==> src/rtl/ffstdp_update_pipe_if.sv <==
// Handshake and data bundle between the synaptic SRAM read side, the
// FF-STDP update pipe and the write-back consumer.
interface ffstdp_update_pipe_if #(
  parameter int LANES          = 4,
  parameter int WEIGHT_WIDTH   = 8,
  parameter int PRE_CNT_WIDTH  = 8,
  parameter int POST_CNT_WIDTH = 7,
  parameter int LR_WIDTH       = 3
);
  logic                             in_valid;
  logic                             in_ready;
  logic                             ctrl_tref_event;
  logic                             is_train;
  logic                             is_pos;
  logic [LR_WIDTH-1:0]              lr_shift;
  logic [PRE_CNT_WIDTH-1:0]         pre_spike_cnt;
  logic [LANES*POST_CNT_WIDTH-1:0]  post_spike_cnt;
  logic [LANES*WEIGHT_WIDTH-1:0]    wsyn_curr;
  logic                             out_valid;
  logic                             out_ready;
  logic [LANES*WEIGHT_WIDTH-1:0]    wsyn_new;

  modport master (
    output in_valid, ctrl_tref_event, is_train, is_pos, lr_shift,
           pre_spike_cnt, post_spike_cnt, wsyn_curr, out_ready,
    input  in_ready, out_valid, wsyn_new
  );

  modport slave (
    input  in_valid, ctrl_tref_event, is_train, is_pos, lr_shift,
           pre_spike_cnt, post_spike_cnt, wsyn_curr, out_ready,
    output in_ready, out_valid, wsyn_new
  );
endinterface

==> src/rtl/ffstdp_update_pipe.sv <==
// Multi-lane FF-STDP weight update pipe: S1 (weights, sideband, ROM read), S2 output register.
// Optional saturation counter port sat_cnt_o enabled by macro FFSTDP_SAT_CNT_EN.
module ffstdp_update_pipe #(
  parameter int LANES          = 4,
  parameter int WEIGHT_WIDTH   = 8,
  parameter int DERIV_WIDTH    = 8,
  parameter int PRE_CNT_WIDTH  = 8,
  parameter int POST_CNT_WIDTH = 7,
  parameter int LR_WIDTH       = 3
) (
  input  logic                clk_i,
  input  logic                rst_ni,
  ffstdp_update_pipe_if.slave io
`ifdef FFSTDP_SAT_CNT_EN
  ,
  output logic [15:0]         sat_cnt_o
`endif
);
  localparam int WW = WEIGHT_WIDTH;
  localparam int PW = POST_CNT_WIDTH;
  localparam logic signed [WW:0] W_MAX = $signed({2'b00, {(WW-1){1'b1}}});
  localparam logic signed [WW:0] W_MIN = $signed({2'b11, {(WW-1){1'b0}}});

  // Counts saturate at 16 so large counts map to the last ROM row/column.
  function automatic logic [3:0] enc_pre(input logic [PRE_CNT_WIDTH-1:0] c);
    if (c >= PRE_CNT_WIDTH'(16)) return 4'hF;
    return c[3:0] - 4'd1;
  endfunction

  function automatic logic [3:0] enc_post(input logic [PW-1:0] c);
    if (c >= PW'(16)) return 4'hF;
    return c[3:0] - 4'd1;
  endfunction

  function automatic logic signed [DERIV_WIDTH-1:0] rom_pos(input logic [7:0] a);
    return DERIV_WIDTH'(3 * int'(a[7:4]) + 2 * int'(a[3:0]));
  endfunction

  function automatic logic signed [DERIV_WIDTH-1:0] rom_neg(input logic [7:0] a);
    return DERIV_WIDTH'(-(int'(a[7:4]) + 2 * int'(a[3:0])));
  endfunction

  logic                          stall;
  logic                          accept;
  logic                          s1_valid_q;
  logic                          s1_upd_q;
  logic                          s1_pos_q;
  logic                          s1_pre_zero_q;
  logic [LR_WIDTH-1:0]           s1_lr_q;
  logic [LANES-1:0]              s1_post_zero_q;
  logic [LANES*WW-1:0]           s1_w_q;
  logic [7:0]                    s1_addr_q [LANES];
  logic [7:0]                    addr_d    [LANES];
  logic [7:0]                    rom_addr  [LANES];
  logic [LANES-1:0]              post_zero_d;
  logic signed [DERIV_WIDTH-1:0] pos_dout_q [LANES];
  logic signed [DERIV_WIDTH-1:0] neg_dout_q [LANES];
  logic signed [WW:0]            sum [LANES];
  logic [LANES*WW-1:0]           wsyn_d;
  logic                          s2_valid_q;
  logic [LANES*WW-1:0]           s2_w_q;

  assign stall        = s2_valid_q & ~io.out_ready;
  assign accept       = io.in_valid & ~stall;
  assign io.in_ready  = ~stall;
  assign io.out_valid = s2_valid_q;
  assign io.wsyn_new  = s2_w_q;

  // While stalled the ROM re-reads the S1 address so its output stays paired with S1.
  always_comb begin
    post_zero_d = '0;
    for (int i = 0; i < LANES; i++) begin
      addr_d[i]      = {enc_pre(io.pre_spike_cnt), enc_post(io.post_spike_cnt[i*PW +: PW])};
      post_zero_d[i] = (io.post_spike_cnt[i*PW +: PW] == '0);
      rom_addr[i]    = stall ? s1_addr_q[i] : addr_d[i];
    end
  end

  always_ff @(posedge clk_i) begin
    for (int i = 0; i < LANES; i++) begin
      pos_dout_q[i] <= rom_pos(rom_addr[i]);
      neg_dout_q[i] <= rom_neg(rom_addr[i]);
    end
  end

  always_ff @(posedge clk_i) begin
    if (!rst_ni) begin
      s1_valid_q     <= 1'b0;
      s1_upd_q       <= 1'b0;
      s1_pos_q       <= 1'b0;
      s1_pre_zero_q  <= 1'b0;
      s1_lr_q        <= '0;
      s1_post_zero_q <= '0;
      s1_w_q         <= '0;
      for (int i = 0; i < LANES; i++) s1_addr_q[i] <= '0;
    end else if (!stall) begin
      s1_valid_q     <= accept;
      s1_upd_q       <= io.ctrl_tref_event & io.is_train;
      s1_pos_q       <= io.is_pos;
      s1_pre_zero_q  <= (io.pre_spike_cnt == '0);
      s1_lr_q        <= io.lr_shift;
      s1_post_zero_q <= post_zero_d;
      s1_w_q         <= io.wsyn_curr;
      for (int i = 0; i < LANES; i++) s1_addr_q[i] <= addr_d[i];
    end
  end

  always_comb begin
    logic signed [DERIV_WIDTH-1:0] deriv;
    logic signed [WW:0]            deriv_x;
    logic signed [WW:0]            delta;
    logic signed [WW:0]            w_x;
    deriv   = '0;
    deriv_x = '0;
    delta   = '0;
    w_x     = '0;
    wsyn_d  = s1_w_q;
    for (int i = 0; i < LANES; i++) begin
      deriv = s1_pos_q ? pos_dout_q[i] : neg_dout_q[i];
      if (s1_pre_zero_q || s1_post_zero_q[i]) begin
        delta = '0;
      end else begin
        deriv_x = {{(WW+1-DERIV_WIDTH){deriv[DERIV_WIDTH-1]}}, deriv};
        delta   = deriv_x >>> s1_lr_q;
      end
      w_x    = {s1_w_q[i*WW+WW-1], s1_w_q[i*WW +: WW]};
      sum[i] = w_x + delta;
      if (s1_upd_q) begin
        if (sum[i] > W_MAX)      wsyn_d[i*WW +: WW] = W_MAX[WW-1:0];
        else if (sum[i] < W_MIN) wsyn_d[i*WW +: WW] = W_MIN[WW-1:0];
        else                     wsyn_d[i*WW +: WW] = sum[i][WW-1:0];
      end
    end
  end

  always_ff @(posedge clk_i) begin
    if (!rst_ni) begin
      s2_valid_q <= 1'b0;
      s2_w_q     <= '0;
    end else if (!stall) begin
      s2_valid_q <= s1_valid_q;
      s2_w_q     <= wsyn_d;
    end
  end

`ifdef FFSTDP_SAT_CNT_EN
  logic [15:0] sat_cnt_q;
  logic [7:0]  hits;
  logic [16:0] sat_sum;

  always_comb begin
    hits = '0;
    for (int i = 0; i < LANES; i++) begin
      if (sum[i] > W_MAX || sum[i] < W_MIN) hits = hits + 8'd1;
    end
    sat_sum = {1'b0, sat_cnt_q} + 17'(hits);
  end

  always_ff @(posedge clk_i) begin
    if (!rst_ni) begin
      sat_cnt_q <= '0;
    end else if (s1_valid_q && s1_upd_q && !stall) begin
      sat_cnt_q <= sat_sum[16] ? 16'hFFFF : sat_sum[15:0];
    end
  end

  assign sat_cnt_o = sat_cnt_q;
`endif
endmodule

==> src/flat_wrapper.sv <==
// flat-port wrapper written by rule: the top's interface ports become plain ports
module ffstdp_update_pipe_flat 
#(
  parameter int LANES          = 4,
  parameter int WEIGHT_WIDTH   = 8,
  parameter int DERIV_WIDTH    = 8,
  parameter int PRE_CNT_WIDTH  = 8,
  parameter int POST_CNT_WIDTH = 7,
  parameter int LR_WIDTH       = 3
)
  (clk_i, rst_ni, io_in_valid, io_ctrl_tref_event, io_is_train, io_is_pos, io_lr_shift, io_pre_spike_cnt, io_post_spike_cnt, io_wsyn_curr, io_out_ready, io_in_ready, io_out_valid, io_wsyn_new);
  ffstdp_update_pipe_if #(.LANES(LANES), .WEIGHT_WIDTH(WEIGHT_WIDTH), .PRE_CNT_WIDTH(PRE_CNT_WIDTH), .POST_CNT_WIDTH(POST_CNT_WIDTH), .LR_WIDTH(LR_WIDTH)) io_i ();
  input  logic clk_i;
  input  logic rst_ni;
  input wire logic [$bits(io_i.in_valid)-1:0] io_in_valid;
  input wire logic [$bits(io_i.ctrl_tref_event)-1:0] io_ctrl_tref_event;
  input wire logic [$bits(io_i.is_train)-1:0] io_is_train;
  input wire logic [$bits(io_i.is_pos)-1:0] io_is_pos;
  input wire logic [$bits(io_i.lr_shift)-1:0] io_lr_shift;
  input wire logic [$bits(io_i.pre_spike_cnt)-1:0] io_pre_spike_cnt;
  input wire logic [$bits(io_i.post_spike_cnt)-1:0] io_post_spike_cnt;
  input wire logic [$bits(io_i.wsyn_curr)-1:0] io_wsyn_curr;
  input wire logic [$bits(io_i.out_ready)-1:0] io_out_ready;
  output wire logic [$bits(io_i.in_ready)-1:0] io_in_ready;
  output wire logic [$bits(io_i.out_valid)-1:0] io_out_valid;
  output wire logic [$bits(io_i.wsyn_new)-1:0] io_wsyn_new;
  assign io_i.in_valid = io_in_valid;
  assign io_i.ctrl_tref_event = io_ctrl_tref_event;
  assign io_i.is_train = io_is_train;
  assign io_i.is_pos = io_is_pos;
  assign io_i.lr_shift = io_lr_shift;
  assign io_i.pre_spike_cnt = io_pre_spike_cnt;
  assign io_i.post_spike_cnt = io_post_spike_cnt;
  assign io_i.wsyn_curr = io_wsyn_curr;
  assign io_i.out_ready = io_out_ready;
  assign io_in_ready = io_i.in_ready;
  assign io_out_valid = io_i.out_valid;
  assign io_wsyn_new = io_i.wsyn_new;
  ffstdp_update_pipe #(.LANES(LANES), .WEIGHT_WIDTH(WEIGHT_WIDTH), .DERIV_WIDTH(DERIV_WIDTH), .PRE_CNT_WIDTH(PRE_CNT_WIDTH), .POST_CNT_WIDTH(POST_CNT_WIDTH), .LR_WIDTH(LR_WIDTH)) u_core (.clk_i(clk_i), .rst_ni(rst_ni), .io(io_i));
endmodule
==> config.mk <==
export PLATFORM = sky130hd
export DESIGN_NAME = ffstdp_update_pipe_flat
export DESIGN_NICKNAME = d
export VERILOG_FILES = /design/src/rtl/ffstdp_update_pipe_if.sv /design/src/rtl/ffstdp_update_pipe.sv /design/src/flat_wrapper.sv
export SDC_FILE = /design/constraint.sdc
export NUM_CORES = 1
export LEC_CHECK = 0
export BUFFER_PORTS_ARGS = -buffer_cell sky130_fd_sc_hd__buf_2
export CAP_MARGIN = 20
export CELL_PAD_IN_SITES_DETAIL_PLACEMENT = 0
export CELL_PAD_IN_SITES_GLOBAL_PLACEMENT = 1
export CORE_ASPECT_RATIO = 1.1
export CORE_UTILIZATION = 46
export DETAILED_ROUTE_END_ITERATION = 8
export PLACE_DENSITY_LB_ADDON = 0.15
export RECOVER_POWER = 50
export SYNTH_ARGS = -nofsm -noshare
export SYNTH_HDL_FRONTEND = slang
export SYNTH_SLANG_ARGS = --single-unit
==> constraint.sdc <==
create_clock -name clk_i -period 5.95 [get_ports clk_i]
set_input_delay 0 -clock clk_i [delete_from_list [all_inputs] [get_ports clk_i]]
set_output_delay 0 -clock clk_i [all_outputs]
set_load 0.1 [all_outputs]
==> reports/metrics.cfg, run 1 <==
[status]
status=complete, but fails checks
violations=max-capacitance violations, max-slew violations

[synth]
synth-async-reset-ratio=0
synth-seq-cells=149
avgSynthCellArea_um2=8.653
synth_flop_cell=dfxtp_1
yosys.area.top_type=dfxtp_1
synthCells=1105
syn-cell-area_um2=9562
synth_common_cells=nand2_1, dfxtp_1, a21oi_1, ha_1, nor2_1
synth_top_cell_area_share=0.2701
synth-seq-area-share=0.3329
ys_types=71
synth-edff-count=20
synth_fp_nets=1270
ys_warn_count=0
synth_area_leaders=dfxtp_1, ha_1, edfxtp_1, nand2_1, xnor2_1
synth_most_common_cell=nand2_1

[power_and_ir_drop]
power_leakage_uw=0.004728
ir_drop_mv=0.2031
switchingPower_uw=1141
p_int_uw=2111
swShare=0.3509
combPwrFrac=0.315
seqPwrFrac=0.369
clock_power_share=0.316
p_per_area_nw_per_um2=286.6

[global_route]
track_usage=0.2332
grt_pass1_wl_um=39520
antenna_found_initial=0
grt_pass1_vias=7763
grt_remaining_overflow=0
grt_start_max_net_pins=65

[routing]
avgRoutedWirePerCell_um=15.94
drcViolationCount=0
via_count=8138
wl_um=24150
drt_iter0_markers=408
antenna_left=0
dr.pass1.iters=4
viasPerCell=5.372

[setup_path]
crit_family=compound AO/OA/AOI/OAI gates
required_ns=6.21
critPathMaxStageDelay_ns=0.93
worst_setup_path_end_kind=flop
critPathArrivalTime_ns=4.72
critPathKind=reg -> reg
crit_path_top_delay_cell=dfxtp_1
startpoint_type=flop
path_buf_inv=1
path_cells=buf_4, mux2_2, mux2i_1, nor2_1, nor3_1, nor4_1, ha_1, fa_1, a21oi_1, o21ai_1, a21oi_1, o21ai_1, a211oi_2, o311ai_0
worstPathMaxFanout=25

[sta]
fin_skew_ns=0.01072
post-route-min-period_ns=4.468
worstMarginPinSlew_ns=3.131
final_max_slew_viol_count=65
rsz0062_at_grt=false
fmax_ghz=0.2238
setup_viol=0
hold_viol_final=0
slew_headroom=-1.087
period_share=0.7509
tns_ns=0

[finish]
antenna_cells=0
fillers=1921
area_delta_synth_final_pct=18.70
drive_gt1_frac=0.1251
utilization=0.5637
fin_nets=1415

[floorplan]
ioPinCount=112
placementRows=54
die_w_um=139.5
dieArea_um2=21370
fp.dieH_um=153.2
core-area_um2=20130
start_util=0.4749

[placed_design]
portBuffers=111
dp_hpwl_um=17630
gp_congestion=0.8252

[worst_hold_path]
min_path_type=in -> reg

[job]
drv_cap=1

[cts]
post-cts-setup-buffers=0
ctsLongestPathBuffers=2
clkLatencyLatePin_ns=0.43
cts_buffers=17
root_buffer=clkbuf_16
h-tree-depth=4
cts_sinks=149
cts_tree=done
path_clk_slew_ns=0.06

## cells by family (layout without fill, tap and decap cells)
group                      Yosys count  count (layout)  synth area share
and+or+nand+nor                    333             333            0.1658
AOI/OAI and AO/OA                  319             319            0.2265
DFF                                149             149            0.3329
buffers and inverters              113             271           0.04789
adders and majority gates           87              87            0.1241
xor gates and xnor gates            60              60           0.05496
muxes                               44              44           0.04789
## power by group through the flow
| stage | Sequential [uW] | Clock, uW | Combinational, uW |
|---|---|---|---|
| finish | 1200 | 1030 | 1020 |
| CTS | 1200 | 1050 | 1030 |
| global route | 1210 | 1090 | 1140 |
| detailed placement | 1220 | 0 | 996 |
| floorplan | 1340 | 0 | 661 |
| global placement | 1220 | 0 | 993 |
## flip-flops by register name, summed over array words and instances (netlist names), 3 cells and up
name                   cells
u_core.io.wsyn_new        32
u_core.neg_dout_q         29
u_core.pos_dout_q         24
u_core.s1_addr_q          20
u_core.s1_lr_q             3
u_core.s1_post_zero_q      4
u_core.s1_w_q             32
## cells in the final DEF, fill, tap and decap left out, types with 20 or more instances in the layout
cell           count
ha_1              74
buf_2             78
nand2_1          142
nand3_1           23
dfxtp_1          129
xnor2_1           46
nor2_1            69
clkbuf_1          35
a21oi_1           74
o21ai_0           41
mux2i_1           30
nor3_1            30
inv_1             59
edfxtp_1          20
dlygate4sd3_1     58
a21boi_0          47
## area by class of cell
| cell class | count | area, um^2 | share of cell area |
|---|---|---|---|
| Multi-Input combinational cell | 843 | 5906 | 0.5203 |
| Sequential cell | 149 | 3183 | 0.2805 |
| Timing Repair Buffer | 179 | 1166 | 0.1027 |
| Inverter | 60 | 225.2 | 0.01984 |
| Clock inverter | 14 | 125.1 | 0.01102 |
| Tap cell | 252 | 315.3 | 0.02778 |
| Clock buffer | 18 | 429.2 | 0.03781 |
## worst register-to-register path: cells and delay by family, from the launching register on
| kind | cells | cell delay [ns] |
|---|---|---|
| AO/OA/AOI/OAI | 6 | 1.42 |
| adder cells (fa/ha/maj) | 2 | 0.72 |
| buffers and inverters | 1 | 0.36 |
| flip-flops | 1 | 0.93 |
| multiplexers | 2 | 0.55 |
| AND/OR/NAND/NOR | 3 | 0.35 |
## stage by stage
stage | std cells | power (uW) | hold slack [ns] | area (um^2) | worst slack [ns]
finish | 1515 | 3253 | 0.009658 | 11350 | 1.482
global route | 1515 | 3442 | 0.02705 | 11350 | 1.000
CTS | 1515 | 3283 | 0.004196 | 11420 | 1.460
detailed placement | 1425 | 2218 | 0.2634 | 10280 | 1.587
global placement | 1425 | 2214 | 0.2547 | 10280 | 1.621
floorplan | 1105 | 2000 | 0.1474 | 9562 | 1.345
## metal layers
metal | vias to the layer above | routed length (um) | global-route usage
met5 | - | 0 | 0
met4 | 0 | 264 | 0.06667
met3 | 21 | 645 | 0.03571
met2 | 134 | 11700 | 0.4080
met1 | 3748 | 11540 | 0.2953
li1 | 4235 | - | -
## repair_timing
item / in CTS / in global routing
hold endpoints to repair: 51 / 0
hold buffers: 58 / 0
gates resized for setup: 0 / 0
## worst paths after layout
check	start	to	slack (ns)	cells after the start
setup reg to reg	u_core.s1_pos_q	u_core.io.wsyn_new[18]	1.48	14
hold reg to reg	u_core.io.wsyn_new[31]	u_core.io.wsyn_new[31]	0.47	2
setup / recovery	u_core.s1_pos_q	u_core.io.wsyn_new[18]	1.48	14
hold / removal	io_post_spike_cnt[19]	u_core.s1_post_zero_q[2]	0.01	4
Note: power is estimated with default switching activity, not from simulation.
==> inputs of run 2 (changes only) <==
--- a/config.mk
+++ b/config.mk
@@ -10,7 +10,7 @@
 export CELL_PAD_IN_SITES_DETAIL_PLACEMENT = 0
 export CELL_PAD_IN_SITES_GLOBAL_PLACEMENT = 1
 export CORE_ASPECT_RATIO = 1.1
-export CORE_UTILIZATION = 46
+export CORE_UTILIZATION = 41
 export DETAILED_ROUTE_END_ITERATION = 8
 export PLACE_DENSITY_LB_ADDON = 0.15
 export RECOVER_POWER = 50
==> constraint.sdc (replaced) <==
create_clock -name clk_i -period 3.8 [get_ports clk_i]
set_input_delay 0 -clock clk_i [delete_from_list [all_inputs] [get_ports clk_i]]
set_output_delay 0 -clock clk_i [all_outputs]
set_load 0.1 [all_outputs]
==> reports/metrics.cfg, run 2 (same netlist as run 1, synthesis figures left out) <==
[setup_path]
required_ns=4.07
worst_setup_path_end_kind=flop
critPathKind=reg -> reg
startpoint_type=flop
worstPathMaxFanout=36
critPathArrivalTime_ns=3.83

[routing]
wl_um=25700
met2_wirelength_um=12380
dr.pass1.iters=4
via_count=8280
drt_iter0_markers=370
wl_met3_um=723
antenna_left=0
avgRoutedWirePerCell_um=16.31
drcViolationCount=0
viasPerCell=5.257
met1_length_um=12290
topRoutingLayerUsed=met4

[global_route]
grt_pass1_vias=7973
grt_remaining_overflow=0
antenna_found_initial=1
grt_start_max_net_pins=65
grt_pass1_wl_um=41700
track_usage=0.2219

[power_and_ir_drop]
p_per_area_nw_per_um2=457.5
ir_drop_mv=0.2850
power_leakage_uw=0.004801

[sta]
post-route-min-period_ns=3.556
fin_skew_ns=0.01508
hold_viol_final=0
slew_headroom=0.03242
worstMarginPinSlew_ns=1.451
setup_viol=0
tns_ns=0
rsz0062_at_grt=false
period_share=0.9358
final.setup.worst_slack_ns=0.2439
fmax_ghz=0.2812
final_max_slew_viol_count=0

[placed_design]
dp_hpwl_um=19180
place_inst=1488
dp_slack_ns=0.2254
portBuffers=111
gp_congestion=0.8438

[finish]
antenna_cells=0
final_cell_mix=nand2_1, dfxtp_1, buf_2
stdcell_count=1575
fin_nets=1427
fillers=2264
drive_gt1_frac=0.1404
area_delta_synth_final_pct=21.26
final_common_cell=nand2_1

[floorplan]
dieArea_um2=23940
fp.dieH_um=162.2
ioPinCount=112
die_w_um=147.6
start_util=0.4183
placementRows=58
core-area_um2=22860

[cts]
clkLatencyLatePin_ns=0.43
root_buffer=clkbuf_16
path_clk_slew_ns=0.07
cts_sinks=149
ctsLongestPathBuffers=2
h-tree-depth=4
cts_tree=done
cts_buffers=17

[job]
drv_cap=0

[status]
status=completed

[worst_hold_path]
min_path_type=in -> reg

==> run 2: cell types whose count changed in the layout (fill, tap and decap cells not counted), moves of 4 or more <==
cell           change
o21ai_0            -4
buf_4             +13
clkinvlp_4         +4
dlygate4sd3_1      -4
==> run 2: area by class of cell <==
type | count | area, um^2 | share of cell area
Clock buffer | 23 | 499.2 | 0.04306
Multi-Input combinational cell | 843 | 5944 | 0.5127
Timing Repair Buffer | 191 | 1251 | 0.1079
Sequential cell | 149 | 3183 | 0.2745
Tap cell | 300 | 375.4 | 0.03237
Inverter | 60 | 225.2 | 0.01942
Clock inverter | 9 | 116.4 | 0.01004
==> run 2: power breakdown <==
group / total (uW) / switching, uW / internal [uW] / leakage (uW)
combinational: 1660 / 1030 / 634 / 0.00323
clock: 1770 / 700 / 1070 / 0.000288
sequential: 1880 / 92.5 / 1790 / 0.00128
==> run 2: worst paths after layout <==
kind	startpoint	to	slack, ns	cells past startpoint
setup / recovery	u_core.s1_pos_q	u_core.io.wsyn_new[20]	0.24	14
hold reg to reg	u_core.io.wsyn_new[23]	u_core.io.wsyn_new[23]	0.46	2
setup reg to reg	u_core.s1_pos_q	u_core.io.wsyn_new[20]	0.24	14
hold / removal	io_post_spike_cnt[27]	u_core.s1_addr_q[3][3]	0.005	3
==> run 2: timing repair <==
action                     CTS  global route
hold buffers                54             0
hold endpoints to repair    50             0
setup endpoints to repair    0            16
setup buffers                0             1
resized for setup            0             9
==> run 2: layer usage <==
metal	GRT usage	vias up
met3	0.03258	25
met2	0.3827	125
met4	0.05483	0
met1	0.2896	3870
met5	0	-
li1	-	4260
==> run 2: metrics by stage <==
stage	utilization	cell area [um^2]	hold WS (ns)	total power [uW]
after detailed placement	0.4585	10480	0.2621	3520
after CTS	0.5091	11640	0.0003253	5337
final	0.5072	11590	0.005284	5305
after global routing	0.5072	11590	0.02179	5600
after global placement	0.4585	10480	0.2543	3511
after floorplan	-	9578	0.1474	3132
==> run 2: worst max-delay path, cell delays in order, from the launching register on <==
cell	delay, ns
dfxtp_1	0.36
buf_12	0.23
mux2_2	0.37
mux2i_1	0.20
nor2_1	0.06
nor3_1	0.17
nor4_1	0.08
ha_1	0.27
fa_1	0.44
a21oi_1	0.20
o21ai_1	0.10
a21oi_1	0.21
o21ai_1	0.12
a211oi_2	0.40
o311ai_0	0.18
